$ cat src/rtl/encoder_round_scheduler.sv
// Round/step sequencer for the matrix encoder: loads the shared state register,
// then walks every step unit of every round through a start/done handshake.
module encoder_round_scheduler #(
  parameter int NUM_STEPS  = 5,
  parameter int NUM_ROUNDS = 24,
  parameter int ROUND_W    = 5,
  parameter int STEP_W     = 3
) (
  input  logic                 clk,
  input  logic                 rst,
  input  logic                 start,
  input  logic [NUM_STEPS-1:0] step_done,
  output logic [NUM_STEPS-1:0] step_start,
  output logic [STEP_W-1:0]    step_sel,
  output logic                 load_in,
  output logic                 state_we,
  output logic [ROUND_W-1:0]   round_idx,
  output logic                 busy,
  output logic                 done,
  output logic                 err
);

  localparam logic [STEP_W-1:0]  LAST_STEP  = STEP_W'(NUM_STEPS - 1);
  localparam logic [ROUND_W-1:0] LAST_ROUND = ROUND_W'(NUM_ROUNDS - 1);

  typedef enum logic [2:0] {
    S_IDLE, S_LOAD, S_ISSUE, S_WAIT, S_WRITE, S_FIN
  } state_t;

  state_t               state, state_nxt;
  logic [STEP_W-1:0]    step_cnt, step_cnt_nxt;
  logic [ROUND_W-1:0]   round_nxt;
  logic                 err_nxt;
  logic [NUM_STEPS-1:0] active_mask;
  logic                 hit;
  logic                 stray;

  assign active_mask = NUM_STEPS'(1) << step_cnt;
  assign hit         = |(step_done & active_mask);
  assign stray       = |(step_done & ~active_mask);

  always_ff @(posedge clk or negedge rst) begin
    if (!rst) begin
      state     <= S_IDLE;
      step_cnt  <= '0;
      round_idx <= '0;
      err       <= 1'b0;
    end else begin
      state     <= state_nxt;
      step_cnt  <= step_cnt_nxt;
      round_idx <= round_nxt;
      err       <= err_nxt;
    end
  end

  // Counters are cleared on entry to LOAD so they already read zero during LOAD.
  always_comb begin
    state_nxt    = state;
    step_cnt_nxt = step_cnt;
    round_nxt    = round_idx;
    err_nxt      = err;
    case (state)
      S_IDLE: begin
        if (start) begin
          state_nxt    = S_LOAD;
          step_cnt_nxt = '0;
          round_nxt    = '0;
          err_nxt      = 1'b0;
        end
      end
      S_LOAD: state_nxt = S_ISSUE;
      S_ISSUE: begin
        if (stray) err_nxt = 1'b1;
        state_nxt = S_WAIT;
      end
      S_WAIT: begin
        if (stray) err_nxt = 1'b1;
        if (hit) state_nxt = S_WRITE;
      end
      S_WRITE: begin
        if (step_cnt < LAST_STEP) begin
          step_cnt_nxt = step_cnt + STEP_W'(1);
          state_nxt    = S_ISSUE;
        end else if (round_idx < LAST_ROUND) begin
          step_cnt_nxt = '0;
          round_nxt    = round_idx + ROUND_W'(1);
          state_nxt    = S_ISSUE;
        end else begin
          state_nxt = S_FIN;
        end
      end
      S_FIN: begin
        step_cnt_nxt = '0;
        state_nxt    = S_IDLE;
      end
      default: state_nxt = S_IDLE;
    endcase
  end

  // All outputs are decoded from registered state only.
  assign step_start = (state == S_ISSUE) ? active_mask : '0;
  assign step_sel   = step_cnt;
  assign load_in    = (state == S_LOAD);
  assign state_we   = (state == S_LOAD) || (state == S_WRITE);
  assign busy       = (state != S_IDLE);
  assign done       = (state == S_FIN);

endmodule

$ cat config.mk
export PLATFORM = sky130hd
export DESIGN_NAME = encoder_round_scheduler
export DESIGN_NICKNAME = d
export VERILOG_FILES = /design/src/rtl/encoder_round_scheduler.sv
export SDC_FILE = /design/constraint.sdc
export NUM_CORES = 1
export LEC_CHECK = 0
export CAP_MARGIN = 20
export CORE_MARGIN = 1
export CORE_UTILIZATION = 30
export DETAILED_ROUTE_END_ITERATION = 12
export HOLD_SLACK_MARGIN = 0.03
export PLACE_DENSITY = 0.6
export SLEW_MARGIN = 20
export SYNTH_ARGS = -nofsm -noshare
export SYNTH_HDL_FRONTEND = slang
export SYNTH_SLANG_ARGS = --single-unit
export TNS_END_PERCENT = 50
$ cat constraint.sdc
create_clock -name clk -period 1.3 [get_ports clk]
set_clock_uncertainty 0.05 [all_clocks]
set_input_delay 0.195 -clock clk [delete_from_list [all_inputs] [get_ports clk]]
set_output_delay 0.195 -clock clk [all_outputs]
set_load 0.01 [all_outputs]
==> out/metrics.csv, run 1 <==
stage;metric;value;unit
run_status;failing checks;negative setup slack;
timing;Final Hold Viols;0;
die;# rows;18;
placement;final RePlAce weighted congestion;0.724;
grt;Remaining Overflow, GRT;0;
yosys;synth top area cells;dfrtp_1, ha_1, nand2_1, inv_1, a21oi_1;
die;die width;53.7;um
clock_tree;Max Root-Sink Buffers;2;
routing;1st-iter DRT viols;13;
clock_tree;hold buffers post-CTS;0;
worst_hold_path;Worst Hold Class;input port to async pin;
timing;Final Worst Setup Slack;-353;ps
pwr;maximum vdd drop;652;uV
routing;drt first pass iters;4;
yosys;Netlist Area Pre-Place;801;um^2
final_layout;Reg area;305;um^2
grt;initial antenna violation count;0;
placement;HPWL after DPL;1.69;mm
timing;Tmin final;1650;ps
yosys;ys async rst share;1.00;
critical_path;cell breakdown of the critical path;buf_4, ha_4, inv_1, nor4_1, buf_2;
grt;gr busiest metal;met2;
placement;dpl ws;-479;ps
yosys;FF+latch count, synth;12;
final_layout;synthesis-to-finish area growth;94.4;%
timing;Slew @ Worst Pin;264;ps
routing;routed vias;936;
grt;first-pass GRT wire length;3.76;mm
timing;Final Setup Violations;21;
clock_tree;CTS Buf Count;3;
final_layout;nets;165;
routing;Residual DRC;0;
critical_path;slowest CP cell;dfrtp_2;
critical_path;Worst EP required;1050;ps
clock_tree;Clk Latency, worst-skew pair;270;ps
grt;met3 Use GR;0.0282;
routing;Antenna Nets Post-Route;0;
final_layout;n_diodes;0;
grt;number of global-route vias before repair;882;
routing;final WL;2.60;mm
yosys;synth cell count leaders;dfrtp_1, nand2_1, inv_1, ha_1;
yosys;count of cell types in the netlist;33;
timing;Final Cycle Share;1.27;
die;Die Area;2880;um^2
placement;post-placement cell count;164;
yosys;Synth Instances;89;
critical_path;Worst R2R Setup Slack;-350;ps
critical_path;critical path arrival;1410;ps
yosys;Most used DFF post-synth;dfrtp_1;
grt;global-route usage over all layers;0.181;
routing;Vias/cell;5.17;
yosys;EDFF count, synth;0;
die;Top Ports;26;
critical_path;worst r2r src;step_sel[0]$_DFFE_PN0P_;
timing;Fmax;0.605;GHz
critical_path;CP Class;register to primary output;
grt;pin count of the biggest net entering global routing;13;
pwr;leak pwr;0.671;nW
die;core area;2500;um^2
critical_path;Startpoint Class;register;
flow_run;max-cap violations;0;
timing;Slew Limit Headroom;0.822;
timing;RSZ-0062 raised after global routing;yes;
yosys;dominant cell type by area after synthesis;dfrtp_1;
yosys;register area share after synthesis;0.375;
final_layout;Filler cells;212;
die;initial core utilization;0.320;
grt;M1 GR Usage;0.202;
critical_path;Critical Path End Type;primary output;
yosys;syn_area_per_cell;9.00;um^2
critical_path;FF-to-FF path depth;6;
clock_tree;Root Buffer;clkbuf_4;
critical_path;FF-to-FF End;state[2]$_DFFE_PN0P_;
final_layout;Multi-input gate area;637;um^2
final_layout;final std cells w/o fill;181;
critical_path;CP top delay family;flip-flops;
pwr;power per cell area;461;nW/um^2
timing;Max Slew Vio Count;0;
clock_tree;Worst-path clk slew;80;ps
yosys;post-synthesis net count;102;
critical_path;buffers and inverters on the worst path;3;
final_layout;layout cells sized above 1;0.583;
clock_tree;# H-tree levels;1;
run_status;status;finished, violations left;
critical_path;Largest stage delay, worst path;440;ps
routing;post-DR wirelength/cell;14.4;um
yosys;area share of the largest cell type after synthesis;0.375;
clock_tree;CTS Sinks;12;
yosys;Yosys Warn Count;0;
grt;GR met2 Demand/Resource;0.344;
critical_path;worst-path maximum fanout;4;
die;Die Y-Extent;53.7;um
placement;port bufs;25;
clock_tree;CTS tree;yes;
kinds of logic after synthesis:
| kind of cell | synth area share |
|---|---|
| AND/OR/NAND/NOR | 0.214 |
| adder cells (fa/ha/maj) | 0.0781 |
| XOR/XNOR | 0.0109 |
| multiplexers | 0.0250 |
| buffers and inverters | 0.0687 |
| flip-flops | 0.375 |
| AO/OA/AOI/OAI | 0.228 |
through the flow:
stage | cell area, um^2 | total power [mW] | hold slack [ps] | utilization | TNS [ps]
floorplan | 816 | 0.384 | -151 | - | -813
global placement | 1260 | 0.423 | 460 | 0.504 | -6150
detailed placement | 1260 | 0.423 | 459 | 0.504 | -6390
CTS | 1400 | 0.727 | 157 | 0.561 | -5000
global route | 1560 | 0.740 | 194 | 0.623 | -6550
finish | 1560 | 0.718 | 157 | 0.623 | -5130
layer usage:
metal,vias up,share of wire
met2,32,0.55
met3,6,0.057
met4,0,0.010
li1,453,-
met1,445,0.38
met5,-,0
cell type report:
type	instances	area share
Timing Repair Buffer	62	0.323
Clock buffer	4	0.0233
Inverter	8	0.0241
Multi-Input combinational cell	65	0.409
Sequential cell	12	0.196
Tap cell	30	0.0241
state kept, by name, summed over array words and instances (netlist names):
register   count
round_idx      5
step_sel       3
err            1
state          3
where the power goes:
part | switching (mW) | total [mW] | leakage (nW) | internal [mW]
sequential | 0 | 0.373 | 0.114 | 0.373
clock | 0.130 | 0.300 | 0.0210 | 0.170
combinational | 0.0190 | 0.0451 | 0.535 | 0.0261
placed cells by master (no fill, tap or decap), types with 2 or more instances in the layout:
master           count
a21oi_1              2
a21oi_2              2
a22oi_2              2
buf_2               11
buf_4               27
buf_6               10
clkbuf_4             3
clkdlybuf4s50_1      7
dfrtp_1              8
dfrtp_2              4
dlygate4sd2_1        6
ha_4                 4
inv_1                4
inv_4                3
mux2i_1              2
nand2_1              8
nand2_2              3
nand2b_1             2
nand3_1              3
nor2_1               2
nor2_2               2
nor2b_1              2
nor3_4               2
nor4_1               2
o21ai_0              2
what timing repair did:
item | CTS | global route
pin swaps | 7 | 10
setup buffers | 8 | 5
gates resized for setup | 72 | 32
setup endpoints to repair | 30 | 22
worst max-delay path by stage:
stage,cells after the start,to,start
2_1_floorplan,5,state[2]$_DFFE_PN0P_,step_sel[0]$_DFFE_PN0P_
3_3_place_gp,5,step_start[0],step_sel[0]$_DFFE_PN0P_
3_5_place_dp,5,step_start[0],step_sel[1]$_DFFE_PN0P_
4_1_cts,5,step_start[0],step_sel[0]$_DFFE_PN0P_
5_1_grt,6,state[2]$_DFFE_PN0P_,step_sel[1]$_DFFE_PN0P_
6_report,5,step_start[1],step_sel[0]$_DFFE_PN0P_
No activity file was read; power rests on OpenSTA's default activity.
==> inputs of run 2 (changes only) <==
--- a/config.mk
+++ b/config.mk
@@ -15,4 +15,3 @@
 export SYNTH_ARGS = -nofsm -noshare
 export SYNTH_HDL_FRONTEND = slang
 export SYNTH_SLANG_ARGS = --single-unit
-export TNS_END_PERCENT = 50
==> constraint.sdc (replaced) <==
create_clock -name clk -period 1.5 [get_ports clk]
set_clock_uncertainty 0.05 [all_clocks]
set_input_delay 0.225 -clock clk [delete_from_list [all_inputs] [get_ports clk]]
set_output_delay 0.225 -clock clk [all_outputs]
set_load 0.01 [all_outputs]
==> run 2 against run 1 <==
Net effect:
- the run still ends with negative setup slack left
- global-route usage is 1.7 points higher
- critical path type is now register to register
- clock-buffer cell count stayed put
- die area stayed put
- combinational power is 12% lower
- non-clock buffer count is 5 lower
- highest routed layer unchanged
==> out/metrics.csv, run 2 (same netlist as run 1, synthesis figures left out) <==
stage;metric;value;unit
critical_path;buffers and inverters on the worst path;2;
clock_tree;CTS tree;yes;
routing;routed vias;929;
final_layout;Reg area;304;um^2
timing;Slew Limit Headroom;0.801;
critical_path;Critical Path End Type;register;
clock_tree;Clk Latency, worst-skew pair;280;ps
clock_tree;CTS Buf Count;3;
critical_path;CP Class;register to register;
timing;Final Worst Setup Slack;-185;ps
placement;final RePlAce weighted congestion;0.805;
grt;pin count of the biggest net entering global routing;13;
die;die width;53.7;um
final_layout;Filler cells;205;
timing;Final Hold Viols;0;
pwr;Sw Pwr;0.129;mW
grt;global-route usage over all layers;0.198;
timing;Max Slew Vio Count;0;
critical_path;worst r2r src;step_sel[0]$_DFFE_PN0P_;
timing;Final Setup Violations;13;
run_status;failing checks;negative setup slack;
routing;Vias/cell;5.28;
final_layout;layout cells sized above 1;0.514;
final_layout;nets;160;
pwr;Sw Share;0.222;
die;Die Y-Extent;53.7;um
critical_path;cell breakdown of the critical path;buf_6, ha_4, buf_6, a22oi_2, a21oi_1, a311o_1, a21boi_2;
die;Top Ports;26;
final_layout;synthesis-to-finish area growth;84.8;%
die;initial core utilization;0.320;
pwr;leak pwr;0.616;nW
critical_path;critical path arrival;1810;ps
grt;Remaining Overflow, GRT;0;
routing;drt first pass iters;4;
timing;Slew @ Worst Pin;294;ps
clock_tree;Root Buffer;clkbuf_4;
critical_path;Startpoint Class;register;
worst_hold_path;Worst Hold Class;input port to async pin;
routing;Residual DRC;0;
grt;first-pass GRT wire length;4.02;mm
run_status;status;finished, violations left;
critical_path;worst-path maximum fanout;3;
placement;dpl ws;-315;ps
final_layout;most common cell after layout, fill and taps aside;buf_4;
placement;HPWL after DPL;1.67;mm
pwr;maximum vdd drop;471;uV
timing;Fmax;0.594;GHz
final_layout;most flop-heavy register;round_idx;
final_layout;commonest cells after routing, fill and taps aside;buf_4, nand2_1, clkdlybuf4s50_1, dfrtp_1, buf_2;
pwr;power per cell area;391;nW/um^2
critical_path;CP top delay family;compound AO/OA/AOI/OAI gates;
clock_tree;CTS Sinks;12;
critical_path;most frequent CP cell;buf_6;
routing;Antenna Nets Post-Route;0;
clock_tree;# H-tree levels;1;
die;Die Area;2880;um^2
pwr;Combinational Power Share;0.069;
pwr;Clk pwr share;0.373;
placement;port bufs;25;
routing;post-DR wirelength/cell;14.3;um
final_layout;max FFs per register;5;
final_layout;Final Instance Area;1480;um^2
routing;1st-iter DRT viols;23;
flow_run;max-cap violations;0;
final_layout;n_diodes;0;
critical_path;slowest CP cell;dfrtp_2;
pwr;sequential power share;0.558;
pwr;P_int;0.450;mW
placement;Post-DP Area;1240;um^2
clock_tree;Worst-path clk slew;80;ps
timing;Tmin final;1680;ps
pwr;total power;0.579;mW
critical_path;Worst EP required;1620;ps
routing;final WL;2.51;mm
critical_path;CP startpoint;step_sel[0]$_DFFE_PN0P_;
grt;initial antenna violation count;0;
critical_path;Largest stage delay, worst path;440;ps
clock_tree;Max Root-Sink Buffers;2;
die;# rows;18;
final_layout;Multi-input gate area;601;um^2
timing;Final Cycle Share;1.12;
grt;number of global-route vias before repair;860;
clock_tree;hold buffers post-CTS;0;
die;core area;2500;um^2
timing;RSZ-0062 raised after global routing;yes;
-- run 2: path summary, 6_finish.rpt --
path	slack, ps	end	cells after the start
min in group clk	490	err$_DFFE_PN0P_	1
max in group asynchronous	1030	step_sel[0]$_DFFE_PN0P_	2
max reg2reg	-180	state[2]$_DFFE_PN0P_	7
min	190	round_idx[3]$_DFFE_PN0P_	2
min reg2reg	490	err$_DFFE_PN0P_	1
max	-180	state[2]$_DFFE_PN0P_	7
-- run 2: what timing repair did --
action	in CTS	in global routing
setup buffers	5	4
endpoints found under the setup margin	26	20
resized for setup	70	20
pin swaps	5	10
-- run 2: worst register-to-register path, cell delays in order (launching register included) --
cell,delay (ps)
dfrtp_2,440
buf_6,130
ha_4,160
buf_6,100
a22oi_2,130
a21oi_1,90
a311o_1,320
a21boi_2,160
-- run 2: layout make-up --
type / count / area share
tap: 30 / 0.0254
multi-input combinational: 65 / 0.406
clock buffer: 4 / 0.0178
inverter: 8 / 0.0220
timing repair buffer: 57 / 0.324
sequential: 12 / 0.205
-- run 2: per-stage QoR --
stage	TNS [ps]	instances	util	hold slack, ps
floorplan	0	89	-	-121
global placement	-3020	163	0.496	461
detailed placement	-3230	163	0.496	448
CTS	-1350	172	0.552	205
global route	-2350	176	0.592	218
finish	-1280	176	0.592	193
-- run 2: routing by layer --
layer  vias up  part of all wire  global-route usage
li1        444                 -                   -
met1       460              0.47               0.267
met2        18              0.49               0.305
met3         7             0.028              0.0424
met4         0             0.019              0.0789
met5         -                 0                   0
-- run 2: power by group through the flow --
stage                     clock network [mW]  logic (mW)  registers [mW]
after floorplan                            0     0.00353           0.330
after global placement                     0      0.0387           0.330
after detailed placement                   0      0.0388           0.330
after CTS                              0.214      0.0396           0.323
after global routing                   0.240      0.0442           0.323
final                                  0.216      0.0398           0.323
